$ cat src/rtl/encode.sv
// Hamming single-error-correcting encoder: two-stage valid/ready pipeline that emits
// codewords (parity at power-of-two positions) XORed with a per-word fault-injection mask.
`timescale 1ns/1ps
module encode #(
  parameter int unsigned data_width     = 16,
  parameter int unsigned encoding_width = 21
) (
  input  logic                      clk,
  input  logic                      rst,
  input  logic                      valid_in,
  output logic                      ready_in,
  input  logic [data_width-1:0]     data_in,
  input  logic [encoding_width-1:0] err_inject,
  output logic                      valid_out,
  input  logic                      ready_out,
  output logic [encoding_width-1:0] encoded_data,
  output logic [15:0]               word_count
);

  localparam int unsigned ParityBits = encoding_width - data_width;

  if (encoding_width <= data_width ||
      (64'd1 << ParityBits) < (64'(encoding_width) + 64'd1)) begin : g_bad_width
    $error("encode: encoding_width must be data_width + r with 2^r >= data_width + r + 1");
  end

  // Hamming positions (1-based) whose index has bit k set.
  function automatic logic [encoding_width-1:0] cover_mask(input int unsigned k);
    logic [encoding_width-1:0] m;
    m = '0;
    for (int unsigned p = 1; p <= encoding_width; p++) begin
      if (((p >> k) & 32'd1) != 32'd0) m[p-1] = 1'b1;
    end
    return m;
  endfunction

  logic                      r_s1_v;
  logic [data_width-1:0]     r_s1_data;
  logic [encoding_width-1:0] r_s1_mask;
  logic                      r_valid_out;
  logic [encoding_width-1:0] r_encoded;
  logic [15:0]               r_word_count;

  logic                      w_s2_adv;
  logic                      w_s1_accept;
  logic [encoding_width-1:0] w_code;

  assign w_s2_adv    = !r_valid_out || ready_out;
  assign ready_in    = !r_s1_v || w_s2_adv;
  assign w_s1_accept = valid_in && ready_in;

  always_comb begin
    int unsigned w_di;
    w_code = '0;
    w_di   = 0;
    for (int unsigned p = 1; p <= encoding_width; p++) begin
      if ((p & (p - 32'd1)) != 32'd0) begin
        w_code[p-1] = r_s1_data[w_di];
        w_di++;
      end
    end
    // Parity slots are still zero here, so each XOR covers data bits only.
    for (int unsigned k = 0; k < ParityBits; k++) begin
      w_code[(32'd1 << k) - 32'd1] = ^(w_code & cover_mask(k));
    end
  end

  always_ff @(posedge clk or posedge rst) begin
    if (rst) begin
      r_s1_v    <= 1'b0;
      r_s1_data <= '0;
      r_s1_mask <= '0;
    end else if (w_s1_accept) begin
      r_s1_v    <= 1'b1;
      r_s1_data <= data_in;
      r_s1_mask <= err_inject;
    end else if (w_s2_adv) begin
      r_s1_v <= 1'b0;
    end
  end

  always_ff @(posedge clk or posedge rst) begin
    if (rst) begin
      r_valid_out  <= 1'b0;
      r_encoded    <= '0;
      r_word_count <= '0;
    end else begin
      if (w_s2_adv) begin
        r_valid_out <= r_s1_v;
        if (r_s1_v) r_encoded <= w_code ^ r_s1_mask;
      end
      if (r_valid_out && ready_out) r_word_count <= r_word_count + 16'd1;
    end
  end

  assign valid_out    = r_valid_out;
  assign encoded_data = r_encoded;
  assign word_count   = r_word_count;

endmodule

$ cat config.mk
export PLATFORM = sky130hd
export DESIGN_NAME = encode
export DESIGN_NICKNAME = d
export VERILOG_FILES = /design/src/rtl/encode.sv
export SDC_FILE = /design/constraint.sdc
export NUM_CORES = 1
export LEC_CHECK = 0
export CORE_MARGIN = 3
export CORE_UTILIZATION = 44
export CTS_CLUSTER_SIZE = 12
export DETAILED_ROUTE_END_ITERATION = 10
export GPL_TIMING_DRIVEN = 0
export HOLD_SLACK_MARGIN = 0.1
export PLACE_DENSITY = 0.83
export SLEW_MARGIN = 20
export SYNTH_ARGS = -nofsm -noshare
export SYNTH_HDL_FRONTEND = slang
export SYNTH_SLANG_ARGS = --single-unit
$ cat constraint.sdc
create_clock -name clk -period 2.3 [get_ports clk]
set_input_delay 0.46 -clock clk [delete_from_list [all_inputs] [get_ports clk]]
set_output_delay 0.46 -clock clk [all_outputs]
set_load 0.01 [all_outputs]
=== After elaboration in Yosys (flattened, before gate mapping) ===
Index checks and enable logic that the tools add are counted.

* Register bits after elaboration: 76
* Input port bits: 41
* Output and inout bits: 39
* Word-level logic and storage cells: 23

* Add/sub/neg operators: 1
* Muxes and demuxes: 2
* Bitwise logic cells: 1
* Reductions and logical operators: 13

{| class="wikitable"
|+ Operator list
! kind !! count
|-
| XOR reduction 21 bit || 5
|-
| XOR 21 bit || 1
|-
| adder 16 x 1 -> 16 bit, second input constant || 1
|-
| logical AND 1 bit || 2
|-
| logical NOT 1 bit || 2
|-
| logical OR 1 bit || 2
|-
| two-way mux 1 bit || 2
|-
| AND reduction 2 bit || 1
|-
| nonzero test 2 bit || 1
|}

=== Depth between registers and ports, before layout ===
Gate-level depths: netlist (run 1).

* Word-level depth: 5
* Depth in mapped cells: 5
* Gate-level depth less buffers: 5

=== Worst setup path before layout (run 1) ===
Ideal clock, no wire load.

* Path kind: in2reg
* From: in ready_out
* To: reg r_s1_data[0]
* Setup time: 0.125 ns
* Arrival: 1.481 ns
* Data required time: 2.175 ns
* Setup slack: 0.694 ns
* Stages: 4
* Path buffers: 1
* Cell sequence: nand3b_1 nand2_2 buf_2 mux2_2

* Cells in the longest elaborated chain, start to end: 3

{| class="wikitable"
|+ RTL lines
! item !! RTL line !! text
|-
| start: declaration || 15 || <nowiki>input logic ready_out,</nowiki>
|-
| logical OR 1 bit || 48 || <nowiki>assign w_s2_adv = !r_valid_out || ready_out;</nowiki>
|-
| logical OR 1 bit || 49 || <nowiki>assign ready_in = !r_s1_v || w_s2_adv;</nowiki>
|-
| logical AND 1 bit || 50 || <nowiki>assign w_s1_accept = valid_in && ready_in;</nowiki>
|-
| end signal: assignment || 75 || <nowiki>r_s1_data <= data_in;</nowiki>
|-
| end: declaration || 38 || <nowiki>logic [data_width-1:0] r_s1_data;</nowiki>
|}

No other way between the ends.
A chain may end at the register's enable or synchronous reset.

=== Final worst setup path (run 1) ===
* From: in ready_out
* To: out ready_in

* Cells in the longest elaborated chain, start to end: 2

{| class="wikitable"
|+ RTL lines
! item !! RTL line !! text
|-
| logical OR 1 bit || 48 ||
|-
| logical OR 1 bit || 49 ||
|-
| end: declaration || 11 || <nowiki>output logic ready_in,</nowiki>
|}

No other way between the ends.

==> out/metrics.cfg, run 1 <==
[finish]
post-route-util_pct=64.42
fin_cells=448
final_area_um2=4522
n_fill_cell=550
n_antenna_cell=0
area_growth_pct=37.21
drive_above_1_share_pct=17.61
finalNetCount=389

[synthesis]
async_reset_ff_share_pct=100.0
synth_edf_count=0
yosysTopAreaCell=dfrtp_1
synth-seq-cells=76
synth_area_leaders=dfrtp_1 58%, mux2_2 13%, xnor2_1 12%
netlist_instances=255
synth_seq_area_share_pct=57.71
synth_cell_types=24
synth_most_common_cell=dfrtp_1
netlist.area_leader.share_pct=57.71
syn_area_um2=3296
synth_warnings=0
synth_flop_cell=dfrtp_1
netlist_top_cells_count=76 x dfrtp_1, 47 x xnor2_1, 38 x mux2_2
synthesis.nets=297
avgSynthCellArea_um2=12.92

[pwr]
ir_drop_mv=0.4691
cellPowerDensity_nw_per_um2=1005
leakagePower_nw=1.892
finalPower_mw=4.543

[timing]
rsz0062_at_grt=no
slew_viol_final=0
max_freq_mhz=464.3
setup_tns_ps=0
skew_ps=15.68
setup_viol=0
post-route-period-util_pct=93.65
period_needed_ps=2154
hold_viol=0
worst_pin_slew_ps=547.3
max_slew_margin_pct=63.43

[critical_path]
timing.rr.start=valid_out
cp_data_arrival_time_ps=1690
r2r-end=r_s1_mask[12]
cpMaxStageDelayCell=clkdlybuf4s50_1
crit_path_max_fanout=4
cp-startpoint=ready_out
crit_path_start_kind=primary input
reg2reg_slack_ps=630
critPathCaptureType=primary output
r2r_cells=4
cpMostUsedCell=clkdlybuf4s50_1
worstSetupEndpoint=ready_in
slowest_delay_ps=560
crit_type=primary input to primary output
critical_path.cell_chain=clkdlybuf4s50_1, nand3b_1, clkdlybuf4s50_1
crit_required_ps=1840

[placement]
hpwl_mm=5.240
portBuffers=79
dpl-instance-area_um2=4258
dp_cells=432
place.gp.congestion=0.7318

[cts]
cts_made_buffers=9
cts.path.max_buffers=2
clock-sinks=76
post-cts-setup-buffers=0
clk_pin_slew_ps=90
cts_tree=done
htreeDepth=3
cts_hold_buf=0
clock_latency_ps=350
cts_resized=0
cts_root_buf=clkbuf_8

[route]
ant_nets=0
vias=2171
drc=0
dr_wl_met2_mm=3.518
via_per_inst=4.846
wl_met1_mm=3.062
wirelength_mm=7.049
drt_iter0_drc=63
wire_per_inst_um=15.73
highest_layer=met4
route.met3.wl_um=312
dr.pass1.iters=4

[global_route]
antenna_found_initial=0
grt_max_degree=34
grt-ovfl-total=0
grt_pass1_vias=2333
track_usage_pct=18.07
grt_first_pass_wirelength_mm=11.95

[run_status]
run_status=completed

[hold_path]
hp-class=flop to flop
min_from=word_count[15]

[floorplan]
ios=80
initial_core_util_pct=46.95
fp.dieH_um=92.55
rows=30
die_area_um2=8565
die_x_um=92.55
core_um2=7019

[flow_run]
maxCapViolations=0

-- worst min-delay path by stage --
stage / cells after the start / end
4_1_cts: 1 / word_count[15]
5_1_grt: 1 / word_count[8]
3_5_place_dp: 1 / word_count[15]
3_3_place_gp: 1 / word_count[15]
6_report: 1 / word_count[15]
2_1_floorplan: 1 / valid_out
-- critical path, delay by kind of cell --
family                 cells  cell delay, ps
buffers and inverters      2            1060
AND/OR/NAND/NOR            1             170
-- cell usage in the layout, fill, tap and decap left out, drive strengths merged, types with 4 or more instances in the layout --
cell type and n:
clkdlybuf4s50 79, dfrtp 76, xnor2 48, mux2 38, nand2 30, o21ai 21, clkbuf 13, xor2 9
buf 6, nand3 5, and3 4, bufinv 4
-- layout make-up --
| class | count | area [um2] | share of cell area (%) |
|---|---|---|---|
| timing repair buffer | 81 | 838.3 | 18.54 |
| multi-input combinational | 170 | 1356 | 29.99 |
| tap | 96 | 120.1 | 2.656 |
| inverter | 2 | 11.26 | 0.2490 |
| sequential | 76 | 1902 | 42.06 |
| buffer | 7 | 30.03 | 0.6641 |
| clock buffer | 10 | 127.6 | 2.822 |
| clock inverter | 6 | 136.4 | 3.016 |
-- routing by layer --
| layer | vias to the layer above | track usage (%) |
|---|---|---|
| met2 | 56 | 29.06 |
| met1 | 1072 | 23.41 |
| li1 | 1032 | - |
| met5 | - | 0 |
| met4 | 0 | 7.797 |
| met3 | 11 | 4.143 |
-- sequential cells by signal (all words and copies together) (netlist names) --
name          flops
r_s1_mask        21
word_count       16
valid_out         1
encoded_data     21
r_s1_v            1
r_s1_data        16
-- per-stage QoR --
stage / hold slack, ps / worst slack, ps
2_1_floorplan: 457.2 / 694.3
3_3_place_gp: 461.5 / 81.62
3_5_place_dp: 461.9 / 38.78
4_1_cts: 477.3 / 135.7
5_1_grt: 510.0 / 114.8
6_report: 477.2 / 146.1
-- power breakdown --
part | internal, mW | total (mW) | switching [mW]
Sequential | 1.62 | 1.87 | 0.250
Clock | 0.833 | 1.33 | 0.495
Combinational | 0.836 | 1.35 | 0.513
-- cells by family (layout without fill, tap and decap cells) --
| kind of cell | Yosys count | after routing | share of synthesized area [%] |
|---|---|---|---|
| compound gates | 21 | 21 | 3.189 |
| xor+xnor | 60 | 60 | 17.43 |
| fa+ha+maj | 1 | 1 | 0.3796 |
| buf+inv | 9 | 106 | 1.139 |
| flops | 76 | 76 | 57.71 |
| mux | 38 | 38 | 12.98 |
| simple gates | 50 | 50 | 7.175 |
(Power assumes the default switching activity.)
==> run 2: changes to the inputs <==
--- a/config.mk
+++ b/config.mk
@@ -5,6 +5,7 @@
 export SDC_FILE = /design/constraint.sdc
 export NUM_CORES = 1
 export LEC_CHECK = 0
+export CAP_MARGIN = 20
 export CORE_MARGIN = 3
 export CORE_UTILIZATION = 44
 export CTS_CLUSTER_SIZE = 12
@@ -12,6 +13,7 @@
 export GPL_TIMING_DRIVEN = 0
 export HOLD_SLACK_MARGIN = 0.1
 export PLACE_DENSITY = 0.83
+export SKIP_CTS_REPAIR_TIMING = 1
 export SLEW_MARGIN = 20
 export SYNTH_ARGS = -nofsm -noshare
 export SYNTH_HDL_FRONTEND = slang
==> constraint.sdc (replaced) <==
create_clock -name clk -period 1.95 [get_ports clk]
set_input_delay 0.39 -clock clk [delete_from_list [all_inputs] [get_ports clk]]
set_output_delay 0.39 -clock clk [all_outputs]
set_load 0.01 [all_outputs]
==> run 2 against run 1 <==
  * Cell area barely moved
  * Core utilization barely moved
  * Critical endpoint is now r_s1_mask[12]
  * Clock power grew 18%
  * Total power rose by 18%
  * Clock skew barely moved
  * Sequential share of layout area hardly changed
  * Flip-flop and latch count is the same
  * Global-route usage unchanged
  * Cell count stayed put
==> out/metrics.cfg, run 2 (synthesis results as in run 1) <==
[cts]
cts_tree=done
clock_latency_ps=350  ; about the same
cts.path.max_buffers=2  ; unchanged
cts_root_buf=clkbuf_8
cts_made_buffers=9  ; unchanged
clock-sinks=76  ; unchanged
htreeDepth=3  ; unchanged
clk_pin_slew_ps=90  ; about the same

[critical_path]
crit_type=primary input to flop
reg2reg_slack_ps=260  ; -370 ps
crit_path_max_fanout=10  ; +6
crit_path_start_kind=primary input
crit_required_ps=2170  ; +330 ps
r2r-end=r_s1_mask[12]
critPathCaptureType=flop
r2r_cells=4  ; unchanged
cp_data_arrival_time_ps=2060  ; +370 ps
timing.rr.start=valid_out

[global_route]
grt-ovfl-total=0  ; unchanged
grt_first_pass_wirelength_mm=11.95  ; unchanged
antenna_found_initial=0  ; unchanged
grt_max_degree=34  ; unchanged
grt_pass1_vias=2333  ; unchanged
track_usage_pct=18.07  ; unchanged

[route]
via_per_inst=4.859  ; +0.28%
wire_per_inst_um=15.81  ; +0.50%
drc=0  ; unchanged
drt_iter0_drc=64  ; +1.6%
wirelength_mm=7.084  ; +0.50%
vias=2177  ; +0.28%
highest_layer=met4
dr.pass1.iters=4  ; unchanged
wl_met1_mm=3.084  ; +0.72%
route.met3.wl_um=309  ; -0.96%
ant_nets=0  ; unchanged
dr_wl_met2_mm=3.534  ; +0.45%

[timing]
rsz0062_at_grt=no
hold_viol=0  ; unchanged
worst_pin_slew_ps=548.1  ; +0.7064 ps
skew_ps=15.68  ; -0.0002000 ps
max_slew_margin_pct=63.39  ; about the same
period_needed_ps=1842
slew_viol_final=0  ; unchanged
post-route-period-util_pct=94.44
setup_tns_ps=0  ; unchanged
setup_ws_ps=108.4  ; -37.73 ps
setup_viol=0  ; unchanged
max_freq_mhz=543.0

[flow_run]
maxCapViolations=0  ; unchanged

[placement]
place.gp.congestion=0.7318  ; unchanged
dp_cells=432  ; unchanged
hpwl_mm=5.240  ; unchanged
dpl_worst_slack_ps=-241.2  ; -280.0 ps
portBuffers=79  ; unchanged

[finish]
finalNetCount=389  ; unchanged
area_growth_pct=37.28  ; about the same
post-route-util_pct=64.46  ; about the same
layout_commonest_cell=clkdlybuf4s50_1
drive_above_1_share_pct=17.61  ; unchanged
n_antenna_cell=0  ; unchanged
multiInputGateArea_um2=1356  ; unchanged
mostFrequentLayoutCells=78 x clkdlybuf4s50_1, 76 x dfrtp_1, 47 x xnor2_1
fin_cells=448  ; unchanged
n_fill_cell=551  ; +0.18%
regArea_um2=1902  ; unchanged

[floorplan]
rows=30  ; unchanged
fp.dieH_um=92.55  ; unchanged
ios=80  ; unchanged
die_x_um=92.55  ; unchanged
die_area_um2=8565  ; unchanged
core_um2=7019  ; unchanged
initial_core_util_pct=46.95  ; unchanged

[pwr]
ir_drop_mv=0.5533  ; +18%
cellPowerDensity_nw_per_um2=1184  ; +18%
leakagePower_nw=1.896  ; +0.21%
finalPower_mw=5.358  ; +18%

[hold_path]
hp-class=primary input to async pin

[run_status]
run_status=completed

==> run 2: layer usage <==
layer	up-vias	GRT usage, %
li1	1032	-
met1	1078	23.41
met2	56	29.06
met3	11	4.143
met4	0	7.797
met5	-	0
==> run 2: final cells by class <==
type                    instances  area share [%]
repair buffers                 81           18.58
multi-input cells             170           29.98
clock buffers                  10           2.821
flip-flops and latches         76           42.04
clock inverters                 6           3.014
inverters                       2          0.2489
plain buffers                   7          0.6637
well taps                      96           2.655
==> run 2: through the flow <==
step	cell area [um2]	hold WS (ps)
6_report	4524	439.9
5_1_grt	4524	457.7
4_1_cts	4522	434.4
3_5_place_dp	4258	461.9
3_3_place_gp	4210	461.5
2_1_floorplan	3299	457.2
==> run 2: worst max-delay path by stage <==
stage / depth (start not counted) / slack, ps / from / endpoint
after floorplan: 4 / 410 / ready_out / r_s1_data[0]
after global placement: 5 / -200 / ready_out / r_s1_mask[12]
after detailed placement: 5 / -240 / ready_out / r_s1_mask[3]
after CTS: 3 / -70 / ready_out / ready_in
after global routing: 5 / 60 / ready_out / r_s1_mask[12]
final: 5 / 110 / ready_out / r_s1_mask[12]
==> run 2: worst max-delay path, cell delays in order <==
cell,delay [ps]
clkdlybuf4s50_1,440
nand3b_1,240
nand2_2,270
buf_2,340
mux2_2,370
==> run 2: where the power goes <==
| group | leakage [nW] | internal (mW) | switching, mW |
|---|---|---|---|
| Combinational | 0.846 | 0.986 | 0.606 |
| Sequential | 0.923 | 1.91 | 0.294 |
| Clock | 0.127 | 0.982 | 0.584 |
==> run 3: changes to the inputs <==
--- a/config.mk
+++ b/config.mk
@@ -13,6 +13,7 @@
 export GPL_TIMING_DRIVEN = 0
 export HOLD_SLACK_MARGIN = 0.1
 export PLACE_DENSITY = 0.83
+export SETUP_SLACK_MARGIN = 0.5
 export SKIP_CTS_REPAIR_TIMING = 1
 export SLEW_MARGIN = 20
 export SYNTH_ARGS = -nofsm -noshare
==> run 3 against run 2 <==
  * Combinational power rose by 14%
  * Non-clock buffer count rose by 27
  * Critical path depth is 2 lower
  * Worst hold slack got worse by 93 ps
  * Clock power fell by 25%
  * Sequential power about the same
  * Die area unchanged
  * Flip-flop and latch count unchanged
  * Fmax grew 19%
==> out/metrics.cfg, run 3 (synthesis results as in run 1) <==
[timing]
max_freq_mhz=644.4  ; +19%
max_slew_margin_pct=71.16  ; +7.8 points
rsz0062_at_grt=yes
skew_ps=11.28  ; -4.406 ps
hold_ws_ps=346.5  ; -93.43 ps
slew_viol_final=0  ; unchanged
worst_pin_slew_ps=431.2  ; -116.8 ps
post-route-period-util_pct=79.58  ; -15 points
period_needed_ps=1552  ; -289.8 ps
setup_viol=0  ; unchanged
hold_viol=0  ; unchanged

[route]
vias=2303  ; +5.8%
route.met3.wl_um=266  ; -14%
dr.pass1.iters=4  ; unchanged
wl_met1_mm=3.392  ; +10%
wirelength_mm=7.637  ; +7.8%
via_per_inst=4.838  ; -0.44%
highest_layer=met4
drt_iter0_drc=62  ; -3.1%
wire_per_inst_um=16.04  ; +1.5%
dr_wl_met2_mm=3.863  ; +9.3%
ant_nets=0  ; unchanged
drc=0  ; unchanged

[cts]
cts_root_buf=clkbuf_8
cts_tree=done
clock_latency_ps=350  ; about the same
cts.path.max_buffers=2  ; unchanged
clk_pin_slew_ps=80  ; about the same
htreeDepth=3  ; unchanged
cts_made_buffers=9  ; unchanged
clock-sinks=76  ; unchanged

[critical_path]
crit_type=flop to primary output
critical_path.cell_chain=buf_6, nand3b_1, dlymetal6s2s_1
cpMaxStageDelayCell=dfrtp_1
critPathCaptureType=primary output
path_delay_family=flip-flops
r2r_cells=6  ; +2
crit_path_max_fanout=3  ; -7
timing.rr.start=valid_out
r2r-end=r_s1_mask[8]
crit_path_start_kind=flop
slowest_delay_ps=410  ; -30 ps
reg2reg_slack_ps=440  ; +180 ps
cp.buffers_inverters=2  ; unchanged
crit_required_ps=1560  ; -610 ps
cp_data_arrival_time_ps=1160  ; -900 ps

[finish]
fin_cells=476  ; +6.3%
mostFrequentLayoutCells=66 x dfrtp_1, 40 x dlymetal6s2s_1, 39 x xnor2_1, 39 x clkdlybuf4s50_1
drive_above_1_share_pct=31.05  ; +13 points
finalNetCount=417  ; +7.2%
n_antenna_cell=0  ; unchanged
layout_commonest_cell=dfrtp_1
area_growth_pct=52.85

[floorplan]
ios=80  ; unchanged
core_um2=7019  ; unchanged
die_x_um=92.55  ; unchanged
die_area_um2=8565  ; unchanged
initial_core_util_pct=46.95  ; unchanged
fp.dieH_um=92.55  ; unchanged
rows=30  ; unchanged

[global_route]
antenna_found_initial=0  ; unchanged
grt_pass1_vias=2296  ; -1.6%
track_usage_pct=17.44  ; -0.62 points
grt_max_degree=36  ; +5.9%
grt-ovfl-total=0  ; unchanged
grt_first_pass_wirelength_mm=11.40  ; -4.6%

[placement]
portBuffers=79  ; unchanged
place.gp.congestion=0.7410  ; +1.3%
hpwl_mm=5.101  ; -2.6%
dp_cells=432  ; unchanged

[run_status]
run_status=completed

[pwr]
leakagePower_nw=2.664  ; +41%
ir_drop_mv=0.6099  ; +10%
cellPowerDensity_nw_per_um2=1029  ; -13%

[hold_path]
hp-class=primary input to async pin

[flow_run]
maxCapViolations=0  ; unchanged

-- run 3: how the worst max path moves through the flow --
stage / slack [ps] / startpoint / to / depth (start not counted)
finish: 400 / valid_out / ready_in / 3
floorplan: 420 / ready_out / r_s1_data[0] / 4
CTS: -90 / ready_out / ready_in / 3
detailed placement: -260 / ready_out / r_s1_mask[5] / 5
global placement: -220 / ready_out / r_s1_mask[10] / 5
global route: 330 / valid_out / ready_in / 3
-- run 3: final cells by class --
type	count	area, um2
Fill cell	486	1982
Sequential cell	76	1914
Multi-Input combinational cell	171	1519
Timing Repair Buffer	108	1201
Clock buffer	9	123.9
Tap cell	96	120.1
Buffer	7	80.08
Clock inverter	7	67.56
Inverter	2	11.26
-- run 3: layer usage --
metal,track usage (%),vias to the layer above
met5,0,-
met4,8.168,0
met3,3.087,7
met2,29.61,51
met1,21.56,1150
li1,-,1095
-- run 3: power by group --
part | total, mW | internal [mW] | switching, mW
Sequential | 2.21 | 1.91 | 0.294
Clock | 1.17 | 0.587 | 0.581
Combinational | 1.81 | 1.13 | 0.682
-- run 3: stage by stage --
| stage | power [mW] | cell area [um2] | utilization (%) | setup TNS, ps | worst slack [ps] |
|---|---|---|---|---|---|
| final | 5.184 | 5037 | 71.76 | 0 | 398.1 |
| after global routing | 5.480 | 5037 | 71.76 | 0 | 333.9 |
| after detailed placement | 3.826 | 4250 | 60.55 | -7543 | -255.4 |
| after global placement | 3.750 | 4210 | 59.98 | -17890 | -224.3 |
| after CTS | 4.998 | 4442 | 63.28 | -92.53 | -92.53 |
| after floorplan | 3.091 | 3299 | - | 0 | 423.9 |
